<file path="src/rtl/display_pkg.sv">
// Shared definitions for the two-digit 7-segment display path.
// Segment bytes are active-low, ordered {g,f,e,d,c,b,a}; a digit pair is
// {dp1, tens, dp0, units}. Provides the decimal (num2seg) and hex
// (hex2seg_couple) converters plus the scheduler state encoding.
package display_pkg;

    localparam logic [6:0]  SEG_BLANK = 7'h7F;
    localparam logic [6:0]  SEG_DASH  = 7'b0111111;
    localparam logic [15:0] OFF_PAIR  = 16'hFFFF;
    localparam logic [15:0] DASH_PAIR = 16'hBFBF;

    typedef enum logic [1:0] {SHOW, GAP, ALERT} state_t;

    function automatic logic [6:0] hex2seg(input logic [3:0] d);
        logic [6:0] s;
        case (d)
            4'h0: s = 7'h40;
            4'h1: s = 7'h79;
            4'h2: s = 7'h24;
            4'h3: s = 7'h30;
            4'h4: s = 7'h19;
            4'h5: s = 7'h12;
            4'h6: s = 7'h02;
            4'h7: s = 7'h78;
            4'h8: s = 7'h00;
            4'h9: s = 7'h10;
            4'hA: s = 7'h08;
            4'hB: s = 7'h03;
            4'hC: s = 7'h46;
            4'hD: s = 7'h21;
            4'hE: s = 7'h06;
            default: s = 7'h0E;
        endcase
        return s;
    endfunction

    // Alert pair: both decimal points off, low nibble on the units digit.
    function automatic logic [15:0] hex2seg_couple(input logic [7:0] h);
        return {1'b1, hex2seg(h[7:4]), 1'b1, hex2seg(h[3:0])};
    endfunction

    // Decimal pair with pass-through points; out-of-range shows dashes.
    function automatic logic [15:0] num2seg(input logic [7:0] v, input logic [1:0] dp);
        logic [3:0] tens;
        logic [3:0] units;
        if (v > 8'd99)
            return DASH_PAIR;
        tens  = 4'(v / 8'd10);
        units = 4'(v % 8'd10);
        return {dp[1], hex2seg(tens), dp[0], hex2seg(units)};
    endfunction

    function automatic int max3(input int a, input int b, input int c);
        int m;
        m = (a > b) ? a : b;
        return (m > c) ? m : c;
    endfunction

endpackage

</file>
<file path="src/rtl/seg_next_ch.sv">
// Round-robin next-channel finder.
//   cur    : currently selected channel index
//   en     : channel enable mask
//   nxt    : first enabled channel after cur (wrapping); cur if none other
//   any_en : at least one channel is enabled
module seg_next_ch #(
    parameter int N_CH = 4,
    localparam int CW = $clog2(N_CH)
) (
    input  logic [CW-1:0]   cur,
    input  logic [N_CH-1:0] en,
    output logic [CW-1:0]   nxt,
    output logic            any_en
);

    logic found;
    int   idx;

    // Offsets 1..N_CH; the last offset revisits cur so a lone enabled
    // channel selects itself.
    always_comb begin
        nxt    = cur;
        any_en = |en;
        found  = 1'b0;
        idx    = 0;
        for (int k = 1; k <= N_CH; k++) begin
            idx = (int'(cur) + k) % N_CH;
            if (!found && en[CW'(idx)]) begin
                nxt   = CW'(idx);
                found = 1'b1;
            end
        end
    end

endmodule

</file>
<file path="src/rtl/seg_display_scheduler.sv">
// Time-multiplexes N_CH two-digit decimal channels onto one 7-segment pair,
// with optional blank gaps, hold, manual stepping and a timed hex alert.
//   i_clock, i_reset : clock, asynchronous active-high reset
//   i_value, i_dp    : per-channel value (8 bits) and decimal points (2 bits)
//   i_en             : channel enable mask
//   i_hold, i_next   : freeze dwell timer / advance to next channel
//   i_alert_req/hex  : start or retrigger alert with two hex digits
//   o_SEG            : {dp1,g..a, dp0,g..a}, active-low
//   o_ch, o_alert    : selected channel, alert active
module seg_display_scheduler
    import display_pkg::*;
#(
    parameter int N_CH         = 4,
    parameter int DWELL_CYCLES = 50_000_000,
    parameter int GAP_CYCLES   = 5_000_000,
    parameter int ALERT_CYCLES = 100_000_000,
    localparam int CW = $clog2(N_CH)
) (
    input  logic              i_clock,
    input  logic              i_reset,
    input  logic [8*N_CH-1:0] i_value,
    input  logic [2*N_CH-1:0] i_dp,
    input  logic [N_CH-1:0]   i_en,
    input  logic              i_hold,
    input  logic              i_next,
    input  logic              i_alert_req,
    input  logic [7:0]        i_alert_hex,
    output logic [15:0]       o_SEG,
    output logic [CW-1:0]     o_ch,
    output logic              o_alert
);

    localparam int TW = $clog2(max3(DWELL_CYCLES, GAP_CYCLES, ALERT_CYCLES) + 1);
    localparam logic [TW-1:0] DWELL_LAST = TW'(DWELL_CYCLES - 1);
    localparam logic [TW-1:0] GAP_LAST   = TW'(GAP_CYCLES - 1);
    localparam logic [TW-1:0] ALERT_LAST = TW'(ALERT_CYCLES - 1);

    state_t        state, state_d;
    logic [CW-1:0] ch, ch_d;
    logic [TW-1:0] timer, timer_d;
    logic [7:0]    alert_hex;
    logic [15:0]   seg_d;
    logic [CW-1:0] nxt;
    logic          any_en;
    logic [7:0]    cur_val;
    logic [1:0]    cur_dp;

    seg_next_ch #(.N_CH(N_CH)) u_next (
        .cur    (ch),
        .en     (i_en),
        .nxt    (nxt),
        .any_en (any_en)
    );

    always_comb begin
        cur_val = '0;
        cur_dp  = '1;
        for (int k = 0; k < N_CH; k++) begin
            if (ch == CW'(k)) begin
                cur_val = i_value[8*k +: 8];
                cur_dp  = i_dp[2*k +: 2];
            end
        end
    end

    // An alert request overrides everything, dropping any pending advance.
    // A disabled current channel is treated like an i_next pulse.
    always_comb begin
        state_d = state;
        ch_d    = ch;
        timer_d = timer;
        if (i_alert_req) begin
            state_d = ALERT;
            timer_d = '0;
        end else begin
            case (state)
                SHOW: begin
                    if (!any_en) begin
                        timer_d = '0;
                    end else if (i_next || !i_en[ch] || (!i_hold && timer == DWELL_LAST)) begin
                        timer_d = '0;
                        if (GAP_CYCLES == 0)
                            ch_d = nxt;
                        else
                            state_d = GAP;
                    end else if (!i_hold) begin
                        timer_d = timer + TW'(1);
                    end
                end
                GAP: begin
                    if (timer == GAP_LAST) begin
                        state_d = SHOW;
                        timer_d = '0;
                        ch_d    = nxt;
                    end else begin
                        timer_d = timer + TW'(1);
                    end
                end
                ALERT: begin
                    if (timer == ALERT_LAST) begin
                        state_d = SHOW;
                        timer_d = '0;
                    end else begin
                        timer_d = timer + TW'(1);
                    end
                end
                default: begin
                    state_d = SHOW;
                    timer_d = '0;
                end
            endcase
        end
    end

    // Display follows the current state one cycle behind, so each state
    // cycle maps to exactly one displayed cycle.
    always_comb begin
        seg_d = OFF_PAIR;
        case (state)
            SHOW:    seg_d = any_en ? num2seg(cur_val, cur_dp) : DASH_PAIR;
            GAP:     seg_d = OFF_PAIR;
            ALERT:   seg_d = hex2seg_couple(alert_hex);
            default: seg_d = OFF_PAIR;
        endcase
    end

    always_ff @(posedge i_clock or posedge i_reset) begin
        if (i_reset) begin
            state     <= SHOW;
            ch        <= '0;
            timer     <= '0;
            alert_hex <= '0;
            o_SEG     <= OFF_PAIR;
            o_alert   <= 1'b0;
        end else begin
            state   <= state_d;
            ch      <= ch_d;
            timer   <= timer_d;
            if (i_alert_req)
                alert_hex <= i_alert_hex;
            o_SEG   <= seg_d;
            o_alert <= (state == ALERT);
        end
    end

    assign o_ch = ch;

endmodule

</file>
<file path="config.mk">
export PLATFORM = sky130hd
export DESIGN_NAME = seg_display_scheduler
export DESIGN_NICKNAME = d
export VERILOG_FILES = /design/src/rtl/display_pkg.sv /design/src/rtl/seg_next_ch.sv /design/src/rtl/seg_display_scheduler.sv
export SDC_FILE = /design/constraint.sdc
export NUM_CORES = 1
export LEC_CHECK = 0
export CAP_MARGIN = 5
export CORE_MARGIN = 5
export CORE_UTILIZATION = 50
export DETAILED_ROUTE_END_ITERATION = 16
export GPL_TIMING_DRIVEN = 0
export PLACE_DENSITY_LB_ADDON = 0.05
export SLEW_MARGIN = 10
export SYNTH_ARGS = -nofsm -noshare
export SYNTH_HDL_FRONTEND = slang
export SYNTH_SLANG_ARGS = --single-unit
</file>
<file path="constraint.sdc">
create_clock -name i_clock -period 4.85 [get_ports i_clock]
set_input_delay 0.7275 -clock i_clock [delete_from_list [all_inputs] [get_ports i_clock]]
set_output_delay 0.7275 -clock i_clock [all_outputs]
set_load 0.02 [all_outputs]
</file>
==> summary.md <==
| Metric | Value |
|---|---|
| Die ar. | `11500 um^2` |
| Total clock buffers created by CTS | `5` |
| Number of placement rows | `35` |
| Required time worst endpoint | `5.07 ns` |
| Hold Slack | `0.527 ns` |
| Per-cell via count in the routed design | `5.84` |
| Number of nets still failing antenna checks after routing | `0` |
| Instance area after placement | `5660 um^2` |
| Period Utilization, post-route | `0.952` |
| VDD IR-drop max | `0.000189 V` |
| Boundary pin count | `76` |
| First DRT Iteration DRCs | `332` |
| CP max FO | `10` |
| Worst max-slew margin expressed relative to the limit | `0.413` |
| Max Cap Violations | `0` |
| Status | `completed` |
| Wire length of the first global-routing pass | `21.5 mm` |
| Critical Path AT | `4.84 ns` |
| Most common cell after layout, fill and taps aside | `clkdlybuf4s50_1` |
| Slew Limit Fails | `0` |
| Class of the most critical setup path | `reg2reg` |
| Distinct cell type count of the synthesized netlist | `75` |
| Post-synthesis sequential area ratio | `0.300` |
| Psw | `826 uW` |
| Pin count of the biggest net entering global routing | `31` |
| Worst Clk Skew | `0.00863 ns` |
| LEAKAGE | `2.39 nW` |
| Post-DP HPWL | `9.95 mm` |
| Gate Count Post-Synth | `562` |
| Power share of the combinational group | `0.590` |
| Path category of the worst min-delay check | `reg2reg` |
| Port buffer count | `74` |
| Least-Margin Pin Slew | `0.880 ns` |
| Die extent in x | `107 um` |
| Antenna cells | `0` |
| Min setup slack post-route | `0.235 ns` |
| Master cell of the clock root buffer | `clkbuf_8` |
| Startpoint type of the worst setup path | `register` |
| Critical Path End Type | `register` |
| Proportion of layout cells with a drive suffix above 1 | `0.154` |
| Max Buffers Root-to-Sink | `2` |
| Area overhead of the layout relative to synthesis | `26.1%` |
| Mapped Area | `4730 um^2` |
| Post-layout total power | `1.94 mW` |
| Async SR Flop Fraction | `1.00` |
| Ys flop type | `dfrtp_1` |
| FF+latch count, synth | `56` |
| Later-pin clock latency in the skew report | `0.32 ns` |
| Detailed-route DRC error count | `0` |
| Number of global-route vias before repair | `4396` |
| Floorplan Core Area | `9240 um^2` |
| Final setup violation count | `0` |
| Vias | `4554` |
| H-Tree Depth | `2` |
| Design Area, Final | `5970 um^2` |
| Final Critical Period | `4.61 ns` |
| Number of antenna violations at the first check in global routing | `0` |
| Num Clock Sinks | `56` |
| Relative contribution of sequential cells to total power | `0.272` |
| Total number of yosys warnings | `0` |
| Timing-limited maximum frequency | `217 MHz` |
| Switching Fraction | `0.426` |
| Number of enable flip-flop cells after synthesis | `0` |
| Power per unit of standard cell area | `325 nW/um^2` |
| Setup slack after placement | `-0.752 ns` |
| Average size of a mapped cell | `8.42 um^2` |
| Clock network fraction of total power | `0.138` |
| Commonest cells after routing, fill and taps aside | `clkdlybuf4s50_1, nor2_1, nand2_1, o21ai_0, dfrtp_1` |
| Register clock-pin slew on the reported worst setup and hold paths | `0.11 ns` |
| Effective utilization at floorplan | `0.512` |
| CTS Hold Bufs | `0` |
| Grt total ovfl | `0` |
| Final Wtd Congestion | `0.928` |
| Syn_nets | `650` |
| Overall fraction of global-route tracks in use | `0.227` |
| DIE HEIGHT | `107 um` |
| Total Nets Final | `738` |
| Internal Dissipation | `1.11 mW` |
| Routed wirelength normalized by instance count | `16.8 um` |
| Final Hold Fails | `0` |
| Routed WL | `13.1 mm` |
| Number of iterations in the first detailed-routing pass | `4` |
| TritonCTS clock tree | `done` |
[repair_timing]
action,CTS,global route
pin swaps,4,4
cloned,0,0
gates resized for setup,17,28
setup endpoints to repair,14,14
hold endpoints to repair,0,0
buffers inserted,4,4
[cells by family after synthesis]
group | synth area share
compound gates | 0.240
mux | 0.0476
simple gates | 0.231
xor+xnor | 0.0444
buf+inv | 0.0547
flops | 0.300
fa+ha+maj | 0.0820
[worst max-delay path, cell delays in order, from the launching register on]
cell,delay (ns)
dfrtp_1,0.38
clkbuf_4,0.19
inv_1,0.08
ha_1,0.20
buf_6,0.14
nor2_4,0.18
o211ai_1,0.11
buf_4,0.16
nand2_2,0.11
buf_4,0.19
o21ai_0,0.12
a22oi_2,0.18
o221ai_2,0.12
inv_1,0.09
ha_2,0.21
nand3_1,0.11
o221ai_4,0.28
mux2i_4,0.36
nand2_1,0.14
o2bb2ai_4,0.25
ha_1,0.28
or3_1,0.40
a32oi_1,0.23
[layer usage]
| metal | share of wire | up-vias | GRT usage |
|---|---|---|---|
| li1 | - | 2230 | - |
| met2 | 0.48 | 149 | 0.391 |
| met3 | 0.055 | 8 | 0.0330 |
| met5 | 0 | - | 0 |
| met1 | 0.46 | 2167 | 0.304 |
| met4 | 0.0080 | 0 | 0.0475 |
[synthesized netlist by cell type (4+ instances only)]
cell type,instances,share of area
nor2_1,49,0.039
nand2_1,47,0.037
o21ai_0,45,0.048
dfrtp_1,40,0.21
a21oi_1,33,0.035
ha_1,31,0.082
clkbuf_1,22,0.017
inv_1,22,0.017
nand3_1,20,0.021
xor2_1,19,0.035
dfstp_2,16,0.089
nand2b_1,12,0.016
nor3_1,11,0.012
and3_1,10,0.013
nand4_1,10,0.013
a211oi_1,9,0.014
mux2i_1,9,0.019
nor4_1,9,0.012
or3_1,9,0.012
a221oi_1,7,0.013
mux2_2,7,0.017
nor2b_1,7,0.0093
nand3b_1,6,0.0095
a31oi_1,5,0.0066
a32oi_1,5,0.0093
o211ai_1,5,0.0079
xnor2_1,5,0.0093
buf_6,4,0.0095
o21ai_1,4,0.0042
o221ai_1,4,0.0074
o22ai_1,4,0.0053
or2_2,4,0.0053
[power groups by stage]
stage	clock (mW)	sequential (mW)	combinational, mW
after CTS	0.276	0.528	1.06
after floorplan	0	0.563	0.720
final	0.268	0.527	1.15
after global placement	0	0.536	0.981
after global routing	0.297	0.532	1.25
after detailed placement	0	0.537	1.01
[path summary, 6_finish.rpt]
| path | to | depth (start not counted) | startpoint | slack, ns |
|---|---|---|---|---|
| setup reg to reg | o_SEG[1] | 22 | o_ch[0] | 0.24 |
| hold reg to reg | timer[0] | 1 | timer[0] | 0.53 |
| hold / removal | timer[0] | 1 | timer[0] | 0.53 |
| min in group asynchronous | timer[2] | 2 | i_reset | 0.79 |
| max in group asynchronous | o_SEG[8] | 3 | i_reset | 3.42 |
| setup / recovery | o_SEG[1] | 22 | o_ch[0] | 0.24 |
[registers in the layout, summed over array words and instances (netlist names)]
name / count
alert_hex: 8
o_SEG: 16
o_alert: 1
o_ch: 2
state: 2
timer: 27
[stage by stage]
stage	TNS, ns	utilization	std cells
6_report	0	0.646	780
5_1_grt	-0.156	0.646	780
4_1_cts	0	0.633	777
3_5_place_dp	-7.54	0.612	766
3_3_place_gp	-6.29	0.610	765
2_1_floorplan	0	-	562
[area by class of cell]
class / instances / area [um^2]
Inverter: 26 / 97.6
Sequential cell: 56 / 1420
Buffer: 30 / 178
Timing Repair Buffer: 83 / 821
Tap cell: 129 / 161
Clock inverter: 3 / 22.5
Multi-Input combinational cell: 448 / 3200
Fill cell: 800 / 3270
Clock buffer: 5 / 68.8
(Power assumes the default switching activity.)
